File: src/rtl/accu_trace_buffer.sv
`default_nettype none
// +-----------------------------------------------------------------------------+
// | Module      : accu_trace_buffer                                             |
// | Description : Samples the core PC/accumulator every clock and records        |
// |               {pc, accu} into a small FIFO whenever the accumulator value     |
// |               changes. A debug consumer drains entries over valid/ready.     |
// |               Optional macro TRACE_TRIGGER_EN: recording is held off until   |
// |               the PC reaches TRIG_ADDR, then stays on until clear/reset.     |
// | Revision    : 1.0 - initial release                                         |
// +-----------------------------------------------------------------------------+
module accu_trace_buffer #(
  parameter int ADDR_WIDTH = 6,
  parameter int DATA_WIDTH = 8,
  parameter int DEPTH      = 8,
  parameter int TRIG_ADDR  = 0
) (
  input  logic                           clk,
  input  logic                           nReset,
  input  logic [ADDR_WIDTH-1:0]          pc_addr_i,
  input  logic [DATA_WIDTH-1:0]          accu_i,
  input  logic                           clear_i,
  output logic                           rd_valid_o,
  input  logic                           rd_ready_i,
  output logic [ADDR_WIDTH+DATA_WIDTH-1:0] rd_data_o,
  output logic [$clog2(DEPTH):0]         count_o,
  output logic                           overflow_o,
  output logic [7:0]                     drop_cnt_o
);

  localparam int PTR_W   = $clog2(DEPTH);
  localparam int CNT_W   = PTR_W + 1;
  localparam int ENTRY_W = ADDR_WIDTH + DATA_WIDTH;

  logic [ENTRY_W-1:0]    mem [DEPTH];
  logic [PTR_W-1:0]      wr_ptr;
  logic [PTR_W-1:0]      rd_ptr;
  logic [CNT_W-1:0]      count;
  logic                  overflow;
  logic [7:0]            drop_cnt;
  logic [DATA_WIDTH-1:0] prev_accu;
  logic                  prev_vld;

  logic recording;
  logic changed;
  logic push;
  logic pop;
  logic full;
  logic store;
  logic drop;

`ifdef TRACE_TRIGGER_EN
  typedef enum logic [0:0] {
    S_IDLE  = 1'b0,
    S_ARMED = 1'b1
  } trig_state_t;

  trig_state_t state;
  trig_state_t state_next;

  // Trigger state register.
  always_ff @(posedge clk or negedge nReset) begin
    if (!nReset) begin
      state <= S_IDLE;
    end else begin
      state <= state_next;
    end
  end

  // Trigger next-state: arm on the trigger PC, the arming sample is itself recorded.
  always_comb begin
    state_next = state;
    recording  = 1'b0;
    case (state)
      S_IDLE: begin
        if (pc_addr_i == ADDR_WIDTH'(TRIG_ADDR)) begin
          state_next = S_ARMED;
          recording  = 1'b1;
        end
      end
      S_ARMED: begin
        recording = 1'b1;
      end
      default: begin
        state_next = S_IDLE;
      end
    endcase
    if (clear_i) begin
      state_next = S_IDLE;
    end
  end
`else
  logic unused_trig_addr;
  assign unused_trig_addr = ^ADDR_WIDTH'(TRIG_ADDR);
  assign recording        = 1'b1;
`endif

  // Push/pop qualification; clear overrides both.
  always_comb begin
    changed = !prev_vld || (accu_i != prev_accu);
    push    = recording && changed && !clear_i;
    pop     = (count != '0) && rd_ready_i && !clear_i;
    full    = (count == CNT_W'(DEPTH));
    store   = push && (!full || pop);
    drop    = push && full && !pop;
  end

  // Storage array; contents need no reset because the head is only meaningful when valid.
  always_ff @(posedge clk) begin
    if (store) begin
      mem[wr_ptr] <= {pc_addr_i, accu_i};
    end
  end

  // Pointers and occupancy.
  always_ff @(posedge clk or negedge nReset) begin
    if (!nReset) begin
      wr_ptr <= '0;
      rd_ptr <= '0;
      count  <= '0;
    end else if (clear_i) begin
      wr_ptr <= '0;
      rd_ptr <= '0;
      count  <= '0;
    end else begin
      if (store) begin
        wr_ptr <= wr_ptr + PTR_W'(1);
      end
      if (pop) begin
        rd_ptr <= rd_ptr + PTR_W'(1);
      end
      if (store && !pop) begin
        count <= count + CNT_W'(1);
      end else if (pop && !store) begin
        count <= count - CNT_W'(1);
      end
    end
  end

  // Sticky overflow flag and saturating drop counter.
  always_ff @(posedge clk or negedge nReset) begin
    if (!nReset) begin
      overflow <= 1'b0;
      drop_cnt <= '0;
    end else if (clear_i) begin
      overflow <= 1'b0;
      drop_cnt <= '0;
    end else if (drop) begin
      overflow <= 1'b1;
      if (drop_cnt != 8'hFF) begin
        drop_cnt <= drop_cnt + 8'd1;
      end
    end
  end

  // Previous-sample tracker used for change detection.
  always_ff @(posedge clk or negedge nReset) begin
    if (!nReset) begin
      prev_accu <= '0;
      prev_vld  <= 1'b0;
    end else if (clear_i) begin
      prev_vld  <= 1'b0;
    end else if (recording) begin
      prev_accu <= accu_i;
      prev_vld  <= 1'b1;
    end
  end

  assign rd_valid_o = (count != '0);
  assign rd_data_o  = mem[rd_ptr];
  assign count_o    = count;
  assign overflow_o = overflow;
  assign drop_cnt_o = drop_cnt;

endmodule
`default_nettype wire

File: config.mk
export PLATFORM = sky130hd
export DESIGN_NAME = accu_trace_buffer
export DESIGN_NICKNAME = d
export VERILOG_FILES = /design/src/rtl/accu_trace_buffer.sv
export SDC_FILE = /design/constraint.sdc
export NUM_CORES = 1
export LEC_CHECK = 0
export CELL_PAD_IN_SITES_DETAIL_PLACEMENT = 2
export CELL_PAD_IN_SITES_GLOBAL_PLACEMENT = 2
export CORE_MARGIN = 2
export CORE_UTILIZATION = 40
export DETAILED_ROUTE_END_ITERATION = 16
export HOLD_SLACK_MARGIN = 0.05
export PLACE_DENSITY = 0.86
export SLEW_MARGIN = 30
export SYNTH_ARGS = -nofsm -noshare
export SYNTH_HDL_FRONTEND = slang
export SYNTH_SLANG_ARGS = --single-unit
File: constraint.sdc
create_clock -name clk -period 5.2 [get_ports clk]
set_input_delay 0.52 -clock clk [delete_from_list [all_inputs] [get_ports clk]]
set_output_delay 0.52 -clock clk [all_outputs]
set_load 0.03 [all_outputs]
Word-level counts from Yosys, hierarchy flattened
Memory sizes are Yosys's and may differ from the RTL's.
Index checks and enable logic that the tools add are counted.
{"block": "op_classes", "add_sub_neg": 5, "eq_ne": 3, "mux": 15, "reduce_logical": 22}
{"cell": "$mux W8", "count": 3}
{"cell": "$mux W3", "count": 4}
{"cell": "$mux W4", "count": 3}
{"cell": "$add A8 B1 Y8 const B", "count": 1}
{"cell": "$logic_and A1 B1 Y1", "count": 8}
{"cell": "$ne A8 B8 Y1", "count": 1}
{"cell": "$ne A8 B8 Y1 const B", "count": 1}
{"cell": "$reduce_bool A2 Y1", "count": 4}
{"cell": "$add A3 B1 Y3 const B", "count": 2}
{"cell": "$logic_not A1 Y1", "count": 5}
{"cell": "$mux W1", "count": 5}
{"cell": "$add A4 B1 Y4 const B", "count": 1}
{"cell": "$eq A4 B4 Y1 const B", "count": 1}
{"cell": "$reduce_bool A4 Y1", "count": 1}
{"cell": "$sub A4 B1 Y4 const B", "count": 1}
{"cell": "$reduce_bool A3 Y1", "count": 1}
{"cell": "$logic_or A1 B1 Y1", "count": 2}
{"cell": "$reduce_and A2 Y1", "count": 1}
{"block": "totals", "ff_bits": 28, "ramBits": 112, "input_bits": 18, "output_inout_bits": 28, "wordCells": 53, "memories": 1}
{"name": "mem", "words": 8, "word_bits": 14, "read_ports": 1, "rd_clocked_by_memory_dff": 0, "wr": 1, "line_no": "34", "source": "logic [ENTRY_W-1:0] mem [DEPTH];"}

Logic depth before layout (Yosys ltp)
{"block": "logic_depth", "word_depth": 10, "depth_mapped": 12, "mapped_depth_nobuf": 11}

Worst setup path after synthesis
Ideal clock, no wire load.
{"block": "synth_path", "path_type": "input -> register", "from": "input accu_i[0]", "to": "memory mem[6][0] (netlist name) (enable)", "setup_time_ps": 421, "arrival_time_ps": 2708, "required_ps": 4779, "setup_slack_ps": 2071, "path_stages": 6, "n_path_buf": 1, "cell_sequence": "xnor2_1 nand4_1 or3_1 buf_2 nand2_1 nor4_1"}
{"block": "synth_between", "elab_chain_cells": 6}
{"item": "start, declared", "line_no": "20", "source": "input logic [DATA_WIDTH-1:0] accu_i,"}
{"item": "$ne A8 B8 Y1", "line_no": "99", "source": "changed = !prev_vld || (accu_i != prev_accu);"}
{"item": "$logic_or A1 B1 Y1", "line_no": "99"}
{"item": "$logic_and A1 B1 Y1", "line_no": "100", "source": "push = recording && changed && !clear_i;"}
{"item": "$logic_and A1 B1 Y1", "line_no": "103", "source": "store = push && (!full || pop);"}
{"item": "$mux W1", "line_no": "109", "source": "if (store) begin"}
{"item": "$mux W1 (not written as such)", "line_no": "110", "source": "mem[wr_ptr] <= {pc_addr_i, accu_i};"}
{"item": "end, declared", "line_no": "34"}
No other way between the ends.

Worst setup path in the final report
{"block": "layout_path", "from": "input accu_i[3]", "to": "register count[2] (netlist: count_o[2])"}
{"block": "layout_between", "elab_chain_cells": 7, "elab_cells_between_ends": 10, "classes_between": "eq/ne: 1; mux: 2; reduce/logical: 7"}
{"item": "$ne A8 B8 Y1 (*)", "line_no": "99"}
{"item": "$logic_or A1 B1 Y1 (*)", "line_no": "99"}
{"item": "$logic_and A1 B1 Y1 (*)", "line_no": "100"}
{"item": "$logic_and A1 B1 Y1 (*)", "line_no": "103"}
{"item": "$logic_and A1 B1 Y1 / $logic_not A1 Y1 (equally long branches)", "line_no": "131, 133"}
{"item": "$mux W4 / $logic_and A1 B1 Y1 (equally long branches)", "line_no": "131, 133"}
{"item": "$mux W4 / $reduce_bool A3 Y1 (equally long branches)"}
{"item": "end signal, assigned", "line_no": "132", "source": "count <= count + CNT_W'(1);"}
{"item": "end signal, assigned", "line_no": "134", "source": "count <= count - CNT_W'(1);"}
{"item": "end, declared", "line_no": "37", "source": "logic [CNT_W-1:0] count;"}
Every way passes the cells marked *; elsewhere a longest branch is shown, timed or not.
A chain may end at the register's enable or synchronous reset.

==> results by stage <==
CTS:
- The count of instances resized after the clock tree is built is 0.
- The CTS sink count is 140.
- The clock tree synthesis step divided the H-tree into 4 levels.
- The clock passes through at most 2 buffers.
- In this run, CTS created clock tree buffers numbering 17.
- The number of hold-repair buffers added at the cts stage is 0.
- TritonCTS built the clock tree.
- Clock-pin slew was measured on the worst setup and hold paths at 0.06 ns.
- Clock tree synthesis selected as its root buffer the cell sky130_fd_sc_hd__clkbuf_16.
- At the later pin of the worst-skew pair, clock insertion delay measures 0.42 ns.
- The number of post-CTS setup repair buffers is 0.

Synth:
- During synthesis, Yosys emitted a total of 0 warnings.
- The synthesized-area fraction occupied by and/or/nand/nor cells is 0.0723.
- Summing every instance area after synthesis gives 0.00590 mm².
- The net count after synthesis is 362.
- The proportion of synthesized chip area in sequential cells is 0.689.
- In the synthesized netlist the async set-or-reset flop fraction comes to 0.200.
- The mux cell area share after synthesis is 0.167.
- Counting distinct cell types in the post-synthesis netlist gives 43.
- The combinational family with the most area after synthesis is multiplexers.
- Of the total synthesized cell area, the portion taken by full adders, half adders and majority gates is 0.0140.
- The complex-gate fraction of the synthesized area is 0.0261.
- The number of synthesized flops with an enable pin is 112.
- After technology mapping, the gate count stands at 338.
- Of the total synthesized cell area, the portion taken by XOR and XNOR cells is 0.0163.
- The synthesized design contains 140 register bits.
- After synthesis, the mean cell area works out to 17.5 µm².
- The most frequently used flop master after synthesis is sky130_fd_sc_hd__edfxtp_1.

Place:
- The congestion estimate from routability-driven global placement came to 0.801.
- The detailed placement HPWL is 9110 µm.
- The quantity of I/O buffers inserted on ports is 45.
- Counting tap cells, the placed design contains a total of 562 instances.
- The placed instances occupy a cell area of 0.00661 mm².

Global route:
- Across every metal layer, demand over resource in global routing totals 0.194.
- Global routing finished with a remaining overflow of 0.
- The global-route wire length before repair is 22,500 µm.
- The pin count of the biggest net entering global routing is 38.
- The number of antenna violations at the first check in global routing was 0.
- The number of global-route vias before repair is 3,738.

Routing:
- The remaining antenna violation count is 0.
- The routed length per placed instance is 24.5 µm.
- Before antenna repair, the detailed router went through 4 iterations.
- The total via count in the routed design is 3,254.
- The total wire length is 14,500 µm.
- After the first detailed-routing iteration, the DRC count stood at 129.
- Dividing the detail-routed via count by the number of cells gives 5.49.
- The DRC violation count after routing is 0.

STA:
- After layout, the minimum clock period comes to 3.57 ns.
- Setup repair after global routing left no endpoint under its margin.
- Setup violations remaining at the end of the flow were counted as 0.
- In this run the tightest slew margin relative to its limit is 0.409.
- The count of final hold-check violations is 0.
- Based on the critical path, the design can be clocked at up to 280 MHz.
- The setup TNS is 0 ns.
- The transition time of the tightest slew-check pin is 0.887 ns.
- The number of pins exceeding their max-slew limit in the final report is 0.
- The worst setup skew after layout is 0.00848 ns.
- In the finished design, the share of the clock period the worst path needs comes to 0.686.

Critical path:
- The family of cells with the greatest summed delay on the critical path is simple AND/OR/NAND/NOR gates.
- The slowest library cell on the worst path is sky130_fd_sc_hd__clkdlybuf4s50_1.
- The type of destination of the critical path is a flip-flop.
- At the worst endpoint, the arrival time is 3.89 ns.
- The worst setup path is launched from a primary input.
- The worst register-to-register path begins at prev_accu[1].
- Traced cell by cell, the critical path runs through clkdlybuf4s50_1 > xnor2_1 > nand3_1 > or3_1 > nand2_1 > nor3_1 > fa_1 > xnor2_1 > nand4_1 > nor4_1 > a21oi_1 > o211ai_1.
- The number of buffers and inverters on the critical path is 1.
- The end of the worst register-to-register path is count_o[2].
- On the worst path, the slowest cell contributes a delay of 0.74 ns.
- In this design, the critical path's most frequently occurring cell is sky130_fd_sc_hd__xnor2_1.
- The largest driver fanout on the critical path is 13.
- The number of cells on the worst reg-to-reg path is 11.
- Across all register-to-register paths, the minimum setup slack is 1.99 ns.
- The worst setup path category is primary input to flip-flop.
- The data required time at the worst endpoint is 5.52 ns.

Final layout:
- The number of cells in the finished layout apart from fillers is 593.
- The growth of design area from synthesis to finish is 22.3%.
- After routing the design area is 0.00722 mm².
- For this run, the post-layout net count is 421.
- The number of diodes added for antenna fixing is 0.
- In the layout the commonest cells are sky130_fd_sc_hd__edfxtp_1, sky130_fd_sc_hd__clkdlybuf4s50_1, sky130_fd_sc_hd__mux4_2, sky130_fd_sc_hd__dfrtp_1, sky130_fd_sc_hd__mux2_2.
- In the final layout, the share of cells above drive strength 1 is 0.249.
- The most common library cell in the layout ignoring fill and taps is sky130_fd_sc_hd__edfxtp_1.

Pwr:
- The leakage power is 2.47 nW.
- The total power per unit cell area is 517 mW/mm².
- The worst-case vdd ir drop is 0.294 mV.

Floorplanning:
- From left edge to right edge, the die measures 125 µm.
- The total core area is 0.0145 mm².
- The die boundary height is 125 µm.
- Pin placement for this block handled 46 I/O pins.
- The initial standard-cell utilization of the core is 0.408.
- The site row count is 44.
- The die area is 0.0157 mm².

Run status:
- The flow ran to the end, and the final reports show no timing, DRC or antenna violations.

Run:
- The number of maximum-capacitance violations is 0.

Hold path:
- The min-delay analysis places its worst path in the category primary input to asynchronous set/reset pin.
-- sequential cells by signal, summed over array words and instances (netlist names) --
| register | count |
|---|---|
| count_o | 4 |
| mem | 112 |
| wr_ptr | 3 |
| overflow_o | 1 |
| rd_ptr | 3 |
| drop_cnt_o | 8 |
| prev_accu | 8 |
| prev_vld | 1 |
-- cells in the mapped netlist, types with 5 or more instances --
library cell | instances | area (µm²)
sky130_fd_sc_hd__nor2b_1 | 6 | 37.5
sky130_fd_sc_hd__and3_1 | 7 | 43.8
sky130_fd_sc_hd__buf_2 | 5 | 25.0
sky130_fd_sc_hd__or3_1 | 5 | 31.3
sky130_fd_sc_hd__mux2_2 | 22 | 248
sky130_fd_sc_hd__nor2_1 | 20 | 75.1
sky130_fd_sc_hd__a21oi_1 | 8 | 40.0
sky130_fd_sc_hd__edfxtp_1 | 112 | 3360
sky130_fd_sc_hd__clkbuf_1 | 10 | 37.5
sky130_fd_sc_hd__ha_1 | 5 | 62.6
sky130_fd_sc_hd__nand3_1 | 8 | 40.0
sky130_fd_sc_hd__xnor2_1 | 10 | 87.6
sky130_fd_sc_hd__mux4_2 | 28 | 631
sky130_fd_sc_hd__dfrtp_1 | 28 | 701
sky130_fd_sc_hd__nand2_1 | 8 | 30.0
-- metrics by stage --
stage	util	hold slack [ns]	setup WS (ns)	total power, mW
2_1_floorplan	-	0.224	2.07	2.15
3_3_place_gp	0.457	0.494	1.52	2.45
3_5_place_dp	0.457	0.487	1.23	2.52
4_1_cts	0.498	0.512	1.60	3.77
5_1_grt	0.498	0.518	1.39	3.89
6_report	0.498	0.506	1.63	3.73
-- worst max-delay path by stage --
stage          depth (start not counted)          to  slack, ns       from
3_5_place_dp                          12  count_o[2]       1.23  accu_i[3]
2_1_floorplan                          6   mem[6][0]       2.07  accu_i[0]
3_3_place_gp                          12  count_o[2]       1.52  accu_i[6]
4_1_cts                               12  count_o[2]       1.60  accu_i[3]
5_1_grt                               12  count_o[2]       1.39  accu_i[2]
6_report                              12  count_o[2]       1.63  accu_i[3]
-- final cells by class --
cell class	count	area [µm²]
fill	1330	7260
sequential	140	4070
multi-input combinational	177	1760
timing repair buffer	57	541
clock buffer	17	425
tap	184	230
clock inverter	14	176
inverter	4	15.0
-- worst register-to-register path, cell delays in order (launching register included) --
cell	delay, ns
sky130_fd_sc_hd__dfrtp_1	0.40
sky130_fd_sc_hd__xnor2_1	0.26
sky130_fd_sc_hd__nand4_1	0.20
sky130_fd_sc_hd__or3_1	0.63
sky130_fd_sc_hd__nand2_1	0.23
sky130_fd_sc_hd__nor3_1	0.09
sky130_fd_sc_hd__fa_1	0.42
sky130_fd_sc_hd__xnor2_1	0.28
sky130_fd_sc_hd__nand4_1	0.15
sky130_fd_sc_hd__nor4_1	0.25
sky130_fd_sc_hd__a21oi_1	0.08
sky130_fd_sc_hd__o211ai_1	0.13
-- metal layers --
layer,global-route usage,vias to the layer above,part of all wire,wire (µm)
met1,0.248,1715,0.44,6350
met3,0.0484,18,0.032,466
met5,0,-,0,0
met2,0.330,68,0.52,7500
met4,0.0569,0,0.014,199
li1,-,1453,-,-
-- logic make-up after synthesis --
| family | count (synthesis) |
|---|---|
| flip-flops | 140 |
| AND/OR/NAND/NOR | 78 |
| multiplexers | 58 |
| AO/OA/AOI/OAI | 24 |
| buffers and inverters | 21 |
| XOR/XNOR | 11 |
| adder cells (fa/ha/maj) | 6 |
-- where the power goes --
| group | total, mW | internal (mW) | switching [mW] | leakage [nW] |
|---|---|---|---|---|
| Clock | 1.24 | 0.792 | 0.446 | 0.294 |
| Combinational | 1.02 | 0.498 | 0.524 | 0.800 |
| Sequential | 1.47 | 1.33 | 0.139 | 1.38 |
No activity file was read; power rests on OpenSTA's default activity.
